[src/rtl/fetch_exec_sequencer.sv]
// Fetch/decode/execute control sequencer with registered outputs.
// Optional memory-ack timeout: define SEQ_ACK_TIMEOUT_EN.
module fetch_exec_sequencer #(
  parameter int TIMEOUT_CYCLES = 16
) (
  input  logic        clk,
  input  logic        reset,
  input  logic        start,
  input  logic        halt_req,
  input  logic [7:0]  pc,
  output logic        pc_inc,
  output logic        mem_req,
  output logic        mem_we,
  output logic [7:0]  mem_addr,
  input  logic        mem_ack,
  input  logic [31:0] mem_rdata,
  output logic [31:0] ir,
  output logic        sel_ldr,
  output logic        sel_str,
  output logic        sel_add,
  output logic        busy,
  output logic        halted,
  output logic        err
);
  // state     | meaning
  // S_IDLE    | waiting for start
  // S_FETCH   | instruction read at pc, wait for ack
  // S_DECODE  | opcode in ir is examined
  // S_EXEC    | register-only instruction (ADD/NOP)
  // S_MEM     | data load/store at ir[7:0], wait for ack
  // S_ADVANCE | pc increment pulse, halt_req sampled
  // S_HALTED  | stopped until reset
  typedef enum logic [2:0] {
    S_IDLE, S_FETCH, S_DECODE, S_EXEC, S_MEM, S_ADVANCE, S_HALTED
  } state_t;

  localparam logic [3:0] OP_ADD  = 4'h1;
  localparam logic [3:0] OP_LDR  = 4'h2;
  localparam logic [3:0] OP_STR  = 4'h3;
  localparam logic [3:0] OP_HALT = 4'hF;

  state_t      state_q, state_d;
  logic        ack_ok, timeout;
  logic        is_add, is_ldr, is_str, is_halt;
  logic        pc_inc_d, mem_req_d, mem_we_d, sel_ldr_d, sel_str_d, sel_add_d;
  logic        busy_d, halted_d;
  logic [7:0]  mem_addr_d;
  logic [31:0] ir_d;

  assign ack_ok  = mem_ack & mem_req;
  assign is_add  = (ir[31:28] == OP_ADD);
  assign is_ldr  = (ir[31:28] == OP_LDR);
  assign is_str  = (ir[31:28] == OP_STR);
  assign is_halt = (ir[31:28] == OP_HALT);

`ifdef SEQ_ACK_TIMEOUT_EN
  localparam logic [7:0] TO_LAST = 8'(TIMEOUT_CYCLES - 1);
  logic [7:0] wait_cnt_q;
  logic       waiting;

  assign waiting = ((state_q == S_FETCH) || (state_q == S_MEM)) && !ack_ok;
  assign timeout = waiting && (wait_cnt_q == TO_LAST);

  always_ff @(posedge clk) begin
    if (reset) begin
      wait_cnt_q <= '0;
      err        <= 1'b0;
    end else begin
      err <= err | timeout;
      if (waiting && !timeout) wait_cnt_q <= wait_cnt_q + 8'd1;
      else                     wait_cnt_q <= '0;
    end
  end
`else
  assign timeout = 1'b0;
  assign err     = 1'b0;
`endif

  always_comb begin
    state_d = state_q;
    case (state_q)
      S_IDLE:    if (start) state_d = S_FETCH;
      S_FETCH:   if (timeout) state_d = S_HALTED;
                 else if (ack_ok) state_d = S_DECODE;
      S_DECODE:  if (is_halt) state_d = S_HALTED;
                 else if (is_ldr || is_str) state_d = S_MEM;
                 else state_d = S_EXEC;
      S_EXEC:    state_d = S_ADVANCE;
      S_MEM:     if (timeout) state_d = S_HALTED;
                 else if (ack_ok) state_d = S_ADVANCE;
      S_ADVANCE: state_d = halt_req ? S_IDLE : S_FETCH;
      S_HALTED:  state_d = S_HALTED;
      default:   state_d = S_IDLE;
    endcase
  end

  always_comb begin
    busy_d     = (state_d != S_IDLE) && (state_d != S_HALTED);
    halted_d   = (state_d == S_HALTED);
    pc_inc_d   = (state_d == S_ADVANCE);
    mem_req_d  = (state_d == S_FETCH) || (state_d == S_MEM);
    mem_we_d   = (state_d == S_MEM) && is_str;
    sel_ldr_d  = (state_d == S_MEM) && is_ldr;
    sel_str_d  = (state_d == S_MEM) && is_str;
    sel_add_d  = (state_d == S_EXEC) && is_add;
    mem_addr_d = 8'h00;
    // Leaving ADVANCE, the counter increments on this same edge, so the
    // registered fetch address must anticipate it; later FETCH cycles track pc.
    if (state_d == S_FETCH)    mem_addr_d = (state_q == S_ADVANCE) ? pc + 8'd1 : pc;
    else if (state_d == S_MEM) mem_addr_d = ir[7:0];
    ir_d = ir;
    if ((state_q == S_FETCH) && ack_ok) ir_d = mem_rdata;
  end

  always_ff @(posedge clk) begin
    if (reset) begin
      state_q  <= S_IDLE;
      ir       <= '0;
      pc_inc   <= 1'b0;
      mem_req  <= 1'b0;
      mem_we   <= 1'b0;
      mem_addr <= '0;
      sel_ldr  <= 1'b0;
      sel_str  <= 1'b0;
      sel_add  <= 1'b0;
      busy     <= 1'b0;
      halted   <= 1'b0;
    end else begin
      state_q  <= state_d;
      ir       <= ir_d;
      pc_inc   <= pc_inc_d;
      mem_req  <= mem_req_d;
      mem_we   <= mem_we_d;
      mem_addr <= mem_addr_d;
      sel_ldr  <= sel_ldr_d;
      sel_str  <= sel_str_d;
      sel_add  <= sel_add_d;
      busy     <= busy_d;
      halted   <= halted_d;
    end
  end
endmodule

[config.mk]
export PLATFORM = sky130hd
export DESIGN_NAME = fetch_exec_sequencer
export DESIGN_NICKNAME = d
export VERILOG_FILES = /design/src/rtl/fetch_exec_sequencer.sv
export SDC_FILE = /design/constraint.sdc
export NUM_CORES = 1
export LEC_CHECK = 0
export ABC_AREA = 0
export CAP_MARGIN = 20
export CELL_PAD_IN_SITES_DETAIL_PLACEMENT = 0
export CELL_PAD_IN_SITES_GLOBAL_PLACEMENT = 2
export CORE_MARGIN = 5
export CORE_UTILIZATION = 23
export CTS_BUF_LIST = sky130_fd_sc_hd__clkbuf_8
export DETAILED_ROUTE_END_ITERATION = 8
export GPL_ROUTABILITY_DRIVEN = 0
export PLACE_DENSITY_LB_ADDON = 0.1
export RECOVER_POWER = 50
export REMOVE_ABC_BUFFERS = 1
export SYNTH_ARGS = -nofsm -noshare
export SYNTH_HDL_FRONTEND = slang
export SYNTH_SLANG_ARGS = --single-unit
[constraint.sdc]
create_clock -name clk -period 1.99 [get_ports clk]
set_input_delay 0.4975 -clock clk [delete_from_list [all_inputs] [get_ports clk]]
set_output_delay 0.4975 -clock clk [all_outputs]
set_load 0.005 [all_outputs]
; ---- Word-level counts from Yosys, hierarchy flattened
; Cells that the tools add are included.
[op_classes]
add_sub_neg = 1
n_eq_ne = 16
muxes = 10
n_bitwise = 1
reduce_logical = 9
[op_table]
columns = op, count
row1 = 2-to-1 mux 8 bit, 3
row2 = one-hot mux 3 bit (7 select lines), 1
row3 = "equality test 3 bit, second input constant", 6
row4 = 2-to-1 mux 3 bit, 5
row5 = "equality test 3 x 2 -> 1 bit, second input constant", 3
row6 = "adder 8 x 1 -> 8 bit, second input constant", 1
row7 = "equality test 4 x 2 -> 1 bit, second input constant", 2
row8 = "equality test 3 x 1 -> 1 bit, second input constant", 2
row9 = logical AND 1 bit, 5
row10 = "equality test 4 x 1 -> 1 bit, second input constant", 1
row11 = "equality test 4 bit, second input constant", 1
row12 = logical NOT 3 bit, 1
row13 = "inequality test 3 bit, second input constant", 1
row14 = nonzero test 3 bit, 1
row15 = logical OR 1 bit, 2
row16 = bitwise AND 1 bit, 1
row17 = 2-to-1 mux 1 bit, 1
[totals]
register_bits = 50
inputBits = 45
output_inout_bits = 49
wordCells = 47

; ---- Longest topological paths before layout
; Gate-level depths: netlist (run 1).
[depth]
ltp_word = 8
ltp_mapped = 7
ltp_nobuf = 6

; ---- Worst setup path before layout (run 1)
; Ideal clock, no wire load.
[synth_path]
kind = input-to-reg
from = in start
to = reg mem_addr[0]
setup_ps = 88
arrival_ps = 1503
required_time_ps = 1902
slack_ps = 398
cell_stages = 5
path_buffers = 0
cell_sequence = or3b_1 -> a21oi_1 -> or3_4 -> nand2_4 -> o32ai_2
[synth_between]
elab_chain_cells = 5
[synth_rtl]
columns = element, line_no
row1 = start: declaration, 8  ; input logic start,
row2 = 2-to-1 mux 3 bit *, 82  ; S_IDLE: if (start) state_d = S_FETCH;
row3 = one-hot mux 3 bit (7 select lines) *, 81  ; case (state_q)
row4 = equality test 3 bit, 110  ; else if (state_d == S_MEM) mem_addr_d = ir[7:0];
row5 = 2-to-1 mux 8 bit, 110
row6 = 2-to-1 mux 8 bit *, 109  ; if (state_d == S_FETCH) mem_addr_d = (state_q == S_ADVANCE) ? pc + 8'd1 : pc;
row7 = end signal: assignment, 134  ; mem_addr <= mem_addr_d;
row8 = end: declaration, 14  ; output logic [7:0] mem_addr,
; Mark *: on every way between the ends. The rest lies on a longest branch, timed or not.
; A chain may end at the register's enable or synchronous reset.

; ---- Final worst setup path (run 1)
[layout_path]
from = reg ir[29]
to = out ir[29]
[layout_lines]
columns = element, line_no
row1 = start: declaration, 17  ; output logic [31:0] ir,
row2 = start signal: assignment, 130  ; ir <= ir_d;
; No word-level cell between the ends.

==> summary.log, run 1 <==
[outcome] status finished clean
[sta] worst hold slack 0.453 ns
[synth] adder and majority gate portion of the synthesized area 0.595%
[clocking] number of buffers added for setup after CTS 0
[sta] number of hold violations in the final report 0
[synth] synthesized netlist cell count 248
[die] total die area 11200 sq um
[placement] placed wire-length estimate after detailed placement 4.77 mm
[cells_and_area] multi-input logic area 1030 sq um
[placement] post-placement setup slack -0.324 ns
[routing] initial DRC count 38
[worst_setup_path] CP Buf/Inv Count 1
[routing] wire length on met3 494 um
[sta] final setup vio count 0
[die] count of boundary I/O pins 94
[clocking] htree depth 2
[routing] Routed met2 length 2.98 mm
[global_route] total global-route track usage 12.1%
[global_route] maximum number of pins on one net before global-route repair 38
[power_and_ir_drop] fraction of power spent switching nets 24.9%
[worst_setup_path] critical path capture point type output pin
[worst_setup_path] cell breakdown of the critical path clkdlybuf4s50_1
[die] Core Region 9060 sq um
[synth] average size of a mapped cell 8.49 sq um
[cells_and_area] post-layout utilization of the core 36.5%
[synth] Yosys Warn Count 0
[synth] #FFs+latches synth 50
[cells_and_area] Final Instance Count excl. Fillers 459
[cells_and_area] fill cell instance count of the final layout 972
[worst_setup_path] worst reg2reg path startpoint ir[30]
[synth] xor-xnor portion of the synthesized cell area 3.33%
[worst_setup_path] CP top delay family buffers and inverters
[sta] worst-case clock skew 0.00408 ns
[worst_setup_path] start point of the critical path ir[29]
[clocking] buffer levels on the longest clock path 2
[worst_setup_path] CP Class flip-flop to output pin
[clocking] Clk Tree Root Cell sky130_fd_sc_hd__clkbuf_8
[sta] Final Max Tran Viols 0
[placement] number of placed cells counting well taps 451
[synth] Synth area leader sky130_fd_sc_hd__dfxtp_1
[clocking] TritonCTS Buffers 5
[routing] DRC Markers 0
[die] Chip Height 106 um
[synth] post-synthesis cell type count 38
[synth] multiplexer share of the synthesized area 0.951%
[worst_setup_path] CP max-delay cell sky130_fd_sc_hd__clkdlybuf4s50_1
[worst_setup_path] register-to-register setup slack 0.17 ns
[placement] count of input and output buffers 92
[global_route] via count of the first global-routing pass 2040
[sta] transition time of the tightest slew-check pin 0.521 ns
[hold_path] worst hold path class flip-flop to flip-flop
[power_and_ir_drop] Internal Power 1.50 mW
[routing] number of antenna-violating nets in the routed design 0
[sta] setup ws final 0.157 ns
[placement] Post-Place Cell Area 3210 sq um
[worst_setup_path] required time of the worst setup path 1.49 ns
[flow_run] maxcap violations 0
[power_and_ir_drop] maximum resistive drop on vdd 209 uV
[cells_and_area] fraction of layout instances using a drive strength above 1 11.5%
[power_and_ir_drop] combinational power share 17.1%
[routing] total length of routed wires 6.66 mm
[synth] fraction of the yosys area taken by sequential cells 47.6%
[synth] top post-synthesis cells by area sky130_fd_sc_hd__dfxtp_1, sky130_fd_sc_hd__nand2_1, sky130_fd_sc_hd__a21oi_1
[synth] share of the synthesized area in the top cell type 47.6%
[routing] highest signal layer in the routed design met4
[sta] final clock period utilization by the worst path 92.1%
[die] die boundary width 106 um
[routing] total vias in the final route 1978
[cells_and_area] antenna cell count 0
[global_route] Remaining Overflow, GRT 0
[die] number of core rows 35
[synth] simple logic cell fraction of the synthesized area 27.9%
[cells_and_area] footprint of the flip-flops and latches 1000 sq um
[sta] highest attainable clock frequency 546 MHz
[cells_and_area] P&R area growth vs syn 57.3%
[worst_setup_path] data arrival at the endpoint of the critical path 1.34 ns
[hold_path] worst min-delay path startpoint ir[25]
[power_and_ir_drop] PD cells 605 nW/um^2
[cells_and_area] final instance area 3310 sq um
[clocking] clock transition at the registers of the reported paths 0.09 ns
[power_and_ir_drop] net switching power figure 0.499 mW
[worst_setup_path] Crit path largest cell delay 0.56 ns
[global_route] antenna violations before repair 0
[sta] final critical-path required period 1.83 ns
[power_and_ir_drop] share of power burned in the clock network 30.2%
[routing] via density per instance 4.31
[routing] average routed wire per standard cell 14.5 um
[sta] tightest slew margin relative to the limit 65.2%
[worst_setup_path] sort of element at the start of the critical path flip-flop
[sta] setup repair after global routing missed its margin false
[sta] final setup TNS 0 ns
[worst_setup_path] maximum net fanout on the critical path 8
[clocking] clock latency on the worst-skew pair 0.30 ns
[routing] First-pass DRT Iterations 4
[clocking] number of sinks driven by the clock tree 50
[routing] Met1 Wirelength 3.14 mm
[die] Initial Util 23.2%
[clocking] CTS tree built
[power_and_ir_drop] Power, Total 2.00 mW
[synth] cell area after synthesis 2100 sq um
[cells_and_area] fin nets 393
[synth] area fraction in compound gates after synthesis 15.1%
[power_and_ir_drop] proportion of power drawn by flip-flops and latches 52.7%
[synth] main combinational cell family by area after synthesis simple AND/OR/NAND/NOR gates
[global_route] wire length of the first global-routing pass 10.8 mm
[power_and_ir_drop] Static Leak 1.23 nW
## kinds of logic after synthesis
group / after synthesis
buf+inv: 17
flops: 50
compound gates: 49
simple gates: 120
fa+ha+maj: 1
other cells: 1
mux: 2
xor+xnor: 8
## what timing repair did
| action | 4_1_cts | 5_1_grt |
|---|---|---|
| resized for setup | 0 | 2 |
| setup endpoints to repair | 0 | 11 |
| hold buffers | 0 | 0 |
## cell usage after synthesis (all sizes together)
master,n
or2,1
nand4b,2
o32ai,5
nor3,5
and3,2
clkbuf,5
nand3b,3
a21oi,40
nor4,2
mux2i,2
xnor2,2
nand4,2
o21ai,2
a21o,1
nor2,9
conb,1
nor4b,1
nand3,10
ha,1
nand2b,4
a2111oi,1
nor3b,1
or3b,1
nor2b,1
dfxtp,50
nand2,74
or3,2
buf,11
xor2,6
inv,1
## flip-flops by register name, summed over array words and instances (netlist names)
register,cells
mem_req,1
ir,32
sel_str,1
busy,1
pc_inc,1
halted,1
sel_ldr,1
mem_addr,8
state_q,3
sel_add,1
## worst reg2reg max path, delay by kind of cell, from the launching register on
family	cells	cell delay, ns
AO/OA/AOI/OAI	2	0.80
flip-flops	1	0.38
AND/OR/NAND/NOR	3	0.56
## worst paths after layout
check                     end  cells after the start
hold / removal         ir[25]                      2
hold reg to reg        ir[25]                      2
setup / recovery       ir[29]                      1
setup reg to reg  mem_addr[7]                      5
## final cells by class
type,count,share of cell area [%]
clock buffers,6,2.49
clock inverters,2,0.265
multi-input cells,181,31.0
repair buffers,108,31.7
inverters,1,0.113
well taps,111,4.19
flip-flops and latches,50,30.2
## placed cells by master (no fill, tap or decap), types with 4 or more instances in the layout
cell,instances
sky130_fd_sc_hd__nor2_1,9
sky130_fd_sc_hd__nand3_1,10
sky130_fd_sc_hd__xor2_1,6
sky130_fd_sc_hd__clkdlybuf4s50_1,59
sky130_fd_sc_hd__buf_4,13
sky130_fd_sc_hd__clkbuf_8,6
sky130_fd_sc_hd__dlygate4sd3_1,33
sky130_fd_sc_hd__o32ai_2,5
sky130_fd_sc_hd__dfxtp_1,50
sky130_fd_sc_hd__a21oi_1,38
sky130_fd_sc_hd__nand2_1,72
sky130_fd_sc_hd__nand2b_1,4
## layer usage
layer / up-vias / global-route usage [%]
met5: - / 0
met4: 0 / 2.78
met3: 4 / 4.59
met2: 58 / 18.9
met1: 887 / 15.8
li1: 1029 / -
## power by group through the flow
stage	registers, mW	clock network [mW]	logic [mW]
global route	1.06	0.680	0.375
detailed placement	1.08	0	0.352
global placement	1.08	0	0.354
floorplan	1.08	0	0.116
finish	1.06	0.605	0.342
CTS	1.06	0.648	0.354
No activity file was read; power rests on OpenSTA's default activity.
==> run 2, diff against run 1 <==
--- a/config.mk
+++ b/config.mk
@@ -14,6 +14,7 @@
 export CTS_BUF_LIST = sky130_fd_sc_hd__clkbuf_8
 export DETAILED_ROUTE_END_ITERATION = 8
 export GPL_ROUTABILITY_DRIVEN = 0
+export MAX_ROUTING_LAYER = met4
 export PLACE_DENSITY_LB_ADDON = 0.1
 export RECOVER_POWER = 50
 export REMOVE_ABC_BUFFERS = 1
==> constraint.sdc (replaced) <==
create_clock -name clk -period 1.73 [get_ports clk]
set_input_delay 0.4325 -clock clk [delete_from_list [all_inputs] [get_ports clk]]
set_output_delay 0.4325 -clock clk [all_outputs]
set_load 0.005 [all_outputs]
==> summary.log, run 2 (synthesis results as in run 1) <==
[global_route] maximum number of pins on one net before global-route repair 33 [-13%]
[cells_and_area] P&R area growth vs syn 65.6%
[routing] total length of routed wires 6.85 mm [+2.8%]
[sta] worst hold slack 0.458 ns [+0.00524 ns]
[clocking] clock latency on the worst-skew pair 0.30 ns [about the same]
[worst_setup_path] sort of element at the start of the critical path primary input
[worst_setup_path] worst reg2reg path startpoint state_q[0]
[sta] highest attainable clock frequency 598 MHz
[power_and_ir_drop] fraction of power spent switching nets 25.6% [+0.72 points]
[global_route] via count of the first global-routing pass 2108 [+3.3%]
[hold_path] worst hold path cell count 2 [unchanged]
[die] die boundary width 106 um [unchanged]
[cells_and_area] fin nets 405 [+3.1%]
[cells_and_area] leading cell types in the layout, fill and taps excluded sky130_fd_sc_hd__nand2_1, sky130_fd_sc_hd__clkdlybuf4s50_1, sky130_fd_sc_hd__dfxtp_1
[sta] setup repair after global routing missed its margin true
[worst_setup_path] data arrival at the endpoint of the critical path 1.87 ns [+0.53 ns]
[power_and_ir_drop] proportion of power drawn by flip-flops and latches 51.1% [-1.6 points]
[cells_and_area] most common cell after layout, fill and taps aside sky130_fd_sc_hd__nand2_1
[routing] number of antenna-violating nets in the routed design 0 [unchanged]
[power_and_ir_drop] net switching power figure 0.610 mW [+22%]
[worst_setup_path] maximum net fanout on the critical path 4 [-4]
[global_route] antenna violations before repair 0 [unchanged]
[worst_setup_path] required time of the worst setup path 1.93 ns [+0.44 ns]
[routing] DRC Markers 0 [unchanged]
[clocking] htree depth 2 [unchanged]
[placement] placed wire-length estimate after detailed placement 4.88 mm [+2.3%]
[outcome] status finished clean
[sta] final clock period utilization by the worst path 96.7%
[die] number of core rows 35 [unchanged]
[flow_run] maxcap violations 0 [unchanged]
[cells_and_area] flip-flop count of the largest register, all copies and words added 32 [unchanged]
[die] Chip Height 106 um [unchanged]
[clocking] Clk Tree Root Cell sky130_fd_sc_hd__clkbuf_8
[power_and_ir_drop] PD cells 683 nW/um^2 [+13%]
[worst_setup_path] worst reg-to-reg path cell count 7 [+2]
[global_route] total global-route track usage 12.8% [+0.70 points]
[cells_and_area] fraction of layout instances using a drive strength above 1 17.2% [+5.7 points]
[worst_setup_path] critical path capture point type flip-flop
[global_route] Remaining Overflow, GRT 0 [unchanged]
[clocking] clock transition at the registers of the reported paths 0.10 ns [about the same]
[power_and_ir_drop] Power, Total 2.38 mW [+19%]
[worst_setup_path] cell breakdown of the critical path clkdlybuf4s50_1 > nand3b_1 > mux2i_2 > or3_4 > buf_4 > nand3_1 > a21oi_1
[placement] count of input and output buffers 92 [unchanged]
[power_and_ir_drop] Internal Power 1.77 mW [+18%]
[placement] Post-Place Cell Area 3300 sq um [+2.7%]
[die] Initial Util 23.2% [unchanged]
[sta] worst-case clock skew 0.0108 ns [+0.00675 ns]
[clocking] TritonCTS Buffers 5 [unchanged]
[clocking] number of buffers inserted by hold repair at cts 0 [unchanged]
[cells_and_area] final instance area 3480 sq um [+5.3%]
[die] Core Region 9060 sq um [unchanged]
[routing] average routed wire per standard cell 14.5 um [+0.22%]
[clocking] CTS tree built
[clocking] buffer levels on the longest clock path 2 [unchanged]
[worst_setup_path] reg2reg end mem_req
[cells_and_area] top register by number of flip-flops ir
[cells_and_area] antenna cell count 0 [unchanged]
[power_and_ir_drop] share of power burned in the clock network 30.5% [+0.3 points]
[worst_setup_path] CP Class primary input to flip-flop
[sta] Final Max Tran Viols 0 [unchanged]
[die] count of boundary I/O pins 94 [unchanged]
[hold_path] worst min-delay path startpoint ir[13]
[worst_setup_path] register-to-register setup slack 0.09 ns [-0.08 ns]
[routing] First-pass DRT Iterations 4 [unchanged]
[clocking] number of sinks driven by the clock tree 50 [unchanged]
[power_and_ir_drop] Static Leak 1.27 nW [+3.5%]
[routing] initial DRC count 65 [+71%]
[sta] number of hold violations in the final report 0 [unchanged]
[cells_and_area] registers with the most flip-flops ir: 32 flops, mem_addr: 8 flops, state_q: 3 flops
[sta] final setup vio count 0 [unchanged]
[hold_path] Hold EP ir[13]
[power_and_ir_drop] combinational power share 18.4% [+1.3 points]
[worst_setup_path] CP max-delay cell sky130_fd_sc_hd__clkdlybuf4s50_1
[global_route] wire length of the first global-routing pass 11.0 mm [+2.6%]
[worst_setup_path] Crit path largest cell delay 0.48 ns [-0.08 ns]
[routing] via density per instance 4.37 [+1.4%]
[hold_path] worst hold path class flip-flop to flip-flop
[routing] total vias in the final route 2058 [+4.0%]
[die] total die area 11200 sq um [unchanged]
[power_and_ir_drop] maximum resistive drop on vdd 254 uV [+21%]
[cells_and_area] fill cell instance count of the final layout 918 [-5.6%]
[sta] final critical-path required period 1.67 ns
[cells_and_area] post-layout utilization of the core 38.4% [+1.9 points]
[run 2: stage by stage]
step,std cells,TNS [ns],setup WS [ns]
after detailed placement,461,-12.17,-0.512
after global routing,471,-0.0173,-0.0110
after global placement,461,-12.40,-0.502
final,471,0,0.0575
after CTS,470,0,0.00875
after floorplan,232,-24.77,-0.774
[run 2: worst max-delay path by stage]
stage	endpoint	from	depth (start not counted)
3_3_place_gp	sel_ldr	mem_ack	6
5_1_grt	ir[8]	mem_ack	7
4_1_cts	ir[30]	ir[30]	2
3_5_place_dp	sel_str	mem_ack	6
6_report	mem_addr[6]	mem_ack	7
2_1_floorplan	ir[0]	state_q[0]	4
[run 2: power groups by stage]
stage	combinational [mW]	clock (mW)	sequential, mW
global route	0.478	0.814	1.22
global placement	0.426	0	1.24
CTS	0.448	0.773	1.22
finish	0.439	0.726	1.22
floorplan	0.133	0	1.24
detailed placement	0.424	0	1.24
[run 2: critical path: cells and delay by family]
family,cells,cell delay (ns)
AND/OR/NAND/NOR,3,0.54
AO/OA/AOI/OAI,1,0.07
multiplexers,1,0.19
buffers and inverters,2,0.64
[run 2: timing repair]
action	4_1_cts	5_1_grt
setup endpoints to repair	17	21
pin swaps	4	3
gates resized for setup	8	13
buffers inserted	1	1
[run 2: area by class of cell]
cell class	instances	area, sq um	share of cell area [%]
Clock inverter	2	12.5	0.359
Tap cell	111	139	3.99
Inverter	1	3.75	0.108
Multi-Input combinational cell	181	1070	30.8
Timing Repair Buffer	120	1160	33.4
Sequential cell	50	1010	29.0
Clock buffer	6	82.6	2.37
[run 2: routing by layer]
metal / track usage (%) / vias to the layer above / part of all wire [%]
met2: 20.0 / 62 / 47
li1: - / 1053 / -
met4: 2.78 / 0 / 0.34
met5: - / - / 0
met3: 3.86 / 4 / 6.2
met1: 16.4 / 939 / 47
==> run 3, diff against run 2 <==
--- a/config.mk
+++ b/config.mk
@@ -5,13 +5,14 @@
 export SDC_FILE = /design/constraint.sdc
 export NUM_CORES = 1
 export LEC_CHECK = 0
-export ABC_AREA = 0
+export ABC_AREA = 1
 export CAP_MARGIN = 20
 export CELL_PAD_IN_SITES_DETAIL_PLACEMENT = 0
 export CELL_PAD_IN_SITES_GLOBAL_PLACEMENT = 2
 export CORE_MARGIN = 5
-export CORE_UTILIZATION = 23
+export CORE_UTILIZATION = 22
 export CTS_BUF_LIST = sky130_fd_sc_hd__clkbuf_8
+export CTS_CLUSTER_SIZE = 20
 export DETAILED_ROUTE_END_ITERATION = 8
 export GPL_ROUTABILITY_DRIVEN = 0
 export MAX_ROUTING_LAYER = met4
==> summary.log, run 3 <==
[outcome] status finished clean
[synth] synthesized netlist cell count 274 [+10%]
[worst_setup_path] cell breakdown of the critical path clkdlybuf4s50_1
[global_route] antenna violations before repair 0 [unchanged]
[clocking] Clk Tree Root Cell sky130_fd_sc_hd__clkbuf_8
[hold_path] worst hold path cell count 2 [unchanged]
[global_route] maximum number of pins on one net before global-route repair 28 [-15%]
[die] Initial Util 22.8% [-0.40 points]
[routing] total length of routed wires 6.26 mm [-8.5%]
[cells_and_area] P&R area growth vs syn 62.8%
[clocking] post-cts resize count 0 [-8]
[hold_path] worst min-delay path startpoint ir[17]
[die] number of core rows 34 [-2.9%]
[synth] share of the synthesized area in the top cell type 49.8% [+2.3 points]
[worst_setup_path] CP top delay family buffers and inverters
[cells_and_area] registers with the most flip-flops ir: 32 flops, mem_addr: 8 flops, state_q: 3 flops
[routing] number of antenna-violating nets in the routed design 0 [unchanged]
[synth] average size of a mapped cell 7.33 sq um [-14%]
[routing] DRC Markers 0 [unchanged]
[worst_setup_path] CP Class flip-flop to output pin
[clocking] htree depth 2 [unchanged]
[die] Chip Height 106 um [about the same]
[placement] placed wire-length estimate after detailed placement 4.69 mm [-4.0%]
[worst_setup_path] required time of the worst setup path 1.30 ns [-0.63 ns]
[cells_and_area] flip-flop count of the largest register, all copies and words added 32 [unchanged]
[synth] cell area after synthesis 2010 sq um [-4.5%]
[sta] Final Max Tran Viols 0 [unchanged]
[worst_setup_path] sort of element at the start of the critical path flip-flop
[routing] average routed wire per standard cell 12.9 um [-12%]
[clocking] number of sinks driven by the clock tree 50 [unchanged]
[clocking] number of buffers added for setup after CTS 0 [-1]
[clocking] TritonCTS Buffers 5 [unchanged]
[power_and_ir_drop] Static Leak 1.34 nW [+5.6%]
[synth] Synth area leader sky130_fd_sc_hd__dfxtp_1
[power_and_ir_drop] PD cells 772 nW/um^2 [+13%]
[synth] Yosys Warn Count 0 [unchanged]
[synth] fraction of the yosys area taken by sequential cells 49.8% [+2.3 points]
[routing] via density per instance 4.16 [-4.8%]
[synth] most frequently used flop master after synthesis sky130_fd_sc_hd__dfxtp_1
[worst_setup_path] register-to-register setup slack 0.24 ns [+0.15 ns]
[worst_setup_path] worst reg2reg path startpoint state_q[0]
[global_route] met2 track demand over resource in global routing 17.2% [-2.8 points]
[cells_and_area] top register by number of flip-flops ir
[clocking] clock latency on the worst-skew pair 0.31 ns [about the same]
[synth] top post-synthesis cells by area sky130_fd_sc_hd__dfxtp_1, sky130_fd_sc_hd__nor2_1, sky130_fd_sc_hd__o21ai_0
[cells_and_area] antenna cell count 0 [unchanged]
[clocking] CTS tree built
[sta] final critical-path required period 1.66 ns [-0.0114 ns]
[sta] final clock period utilization by the worst path 96.0% [-0.66 points]
[synth] post-synthesis cell type count 24 [-37%]
[sta] number of hold violations in the final report 0 [unchanged]
[clocking] clock transition at the registers of the reported paths 0.10 ns [about the same]
[synth] commonest cells in the netlist sky130_fd_sc_hd__nor2_1, sky130_fd_sc_hd__dfxtp_1, sky130_fd_sc_hd__nand2_1
[worst_setup_path] data arrival at the endpoint of the critical path 1.23 ns [-0.64 ns]
[global_route] Global Route met3 Usage 4.95% [+1.1 points]
[hold_path] Hold EP ir[17]
[cells_and_area] most common cell after layout, fill and taps aside sky130_fd_sc_hd__clkdlybuf4s50_1
[worst_setup_path] worst reg-to-reg path cell count 8 [+1]
[power_and_ir_drop] Power, Total 2.53 mW [+6.0%]
[worst_setup_path] critical path capture point type output pin
[die] Core Region 8810 sq um [-2.9%]
[global_route] wire length of the first global-routing pass 10.3 mm [-7.2%]
[clocking] buffer levels on the longest clock path 2 [unchanged]
[sta] worst hold slack 0.480 ns [+0.0215 ns]
[die] total die area 11100 sq um [-0.16%]
[synth] number of flops mapped to enable cells by yosys 0 [unchanged]
[sta] setup repair after global routing missed its margin false
[worst_setup_path] CP Buf/Inv Count 1 [-1]
[worst_setup_path] CP max-delay cell sky130_fd_sc_hd__clkdlybuf4s50_1
[synth] share of async-settable or async-resettable flops after synthesis 0% [unchanged]
[global_route] grt peak-use layer met2
[worst_setup_path] reg2reg end mem_addr[2]
[sta] highest attainable clock frequency 602 MHz [+0.68%]
[global_route] Remaining Overflow, GRT 0 [unchanged]
[routing] total vias in the final route 2025 [-1.6%]
[placement] count of input and output buffers 92 [unchanged]
[cells_and_area] fin nets 424 [+4.7%]
[cells_and_area] fraction of layout instances using a drive strength above 1 8.71% [-8.5 points]
[global_route] met1 track demand over resource 14.8% [-1.7 points]
[power_and_ir_drop] maximum resistive drop on vdd 362 uV [+43%]
[routing] First-pass DRT Iterations 4 [unchanged]
[sta] worst-case clock skew 0.0132 ns [+0.00238 ns]
[flow_run] maxcap violations 0 [unchanged]
[clocking] number of buffers inserted by hold repair at cts 0 [unchanged]
[cells_and_area] leading cell types in the layout, fill and taps excluded sky130_fd_sc_hd__clkdlybuf4s50_1, sky130_fd_sc_hd__nor2_1, sky130_fd_sc_hd__dfxtp_1
[worst_setup_path] Crit path largest cell delay 0.54 ns [+0.06 ns]
[global_route] via count of the first global-routing pass 2047 [-2.9%]
[synth] #FFs+latches synth 50 [unchanged]
[sta] final setup vio count 0 [unchanged]
[synth] dominant cell by count in the synthesized netlist sky130_fd_sc_hd__nor2_1
[global_route] total global-route track usage 11.6% [-1.2 points]
[hold_path] worst hold path class flip-flop to flip-flop
[die] die boundary width 106 um [about the same]
[die] count of boundary I/O pins 94 [unchanged]
[worst_setup_path] maximum net fanout on the critical path 3 [-1]
[routing] initial DRC count 58 [-11%]
## run 3: changes by cell type after synthesis, moves of 4 or more
cell                       previous run  this run
sky130_fd_sc_hd__inv_1                1        14
sky130_fd_sc_hd__nor2_1               9        75
sky130_fd_sc_hd__o21ai_0              1        33
sky130_fd_sc_hd__nand2_1             72        36
sky130_fd_sc_hd__buf_2                7         3
sky130_fd_sc_hd__nand3_1             10        22
sky130_fd_sc_hd__a21oi_1             39        11
sky130_fd_sc_hd__nand2b_1             4         0
sky130_fd_sc_hd__o32ai_2              5         0
sky130_fd_sc_hd__xor2_1               6         1
## run 3: cell type report
class                      count  area (sq um)
clock buffer                   6          82.6
inverter                      17          63.8
tap                          108           135
sequential                    50          1000
clock inverter                 2          17.5
multi-input combinational    195           891
fill                         919          5530
timing repair buffer         109          1080
## run 3: cell families after synthesis
logic type               after synthesis  share of synthesized area, %
XOR/XNOR                               6                          2.62
buffers and inverters                 29                          5.98
flip-flops                            50                          49.8
adder cells (fa/ha/maj)                1                         0.623
other                                  1                         0.187
AO/OA/AOI/OAI                         46                          11.7
AND/OR/NAND/NOR                      141                          29.1
## run 3: stage by stage
| stage | instance area [sq um] | std cells | setup WS (ns) | utilization (%) | setup TNS, ns |
|---|---|---|---|---|---|
| final | 3270 | 487 | 0.0689 | 37.2 | 0 |
| after global routing | 3270 | 487 | 0.000744 | 37.2 | 0 |
| after CTS | 3270 | 487 | 0.0387 | 37.2 | 0 |
| after detailed placement | 3170 | 479 | -0.136 | 36.0 | -4.37 |
| after global placement | 3170 | 479 | -0.120 | 36.0 | -4.00 |
| after floorplan | 1950 | 262 | -0.235 | - | -8.04 |
## run 3: worst max path at each step
stage | to | depth (start not counted) | startpoint
finish | ir[6] | 1 | ir[6]
global route | ir[1] | 1 | ir[1]
CTS | ir[28] | 1 | ir[28]
detailed placement | mem_addr[5] | 10 | start
global placement | mem_addr[3] | 7 | pc[0]
floorplan | ir[0] | 6 | state_q[0]
## run 3: routing by layer
layer  up-vias  share of wire, %
met3         5               8.8
li1       1085                 -
met1       869                47
met2        66                43
met5         -                 0
met4         0              0.94
## run 3: report_power, final
group	internal, mW	leakage (nW)	switching, mW
Clock	0.330	0.0514	0.411
Combinational	0.295	0.886	0.229
Sequential	1.22	0.407	0.0408
Total	1.84	1.34	0.681
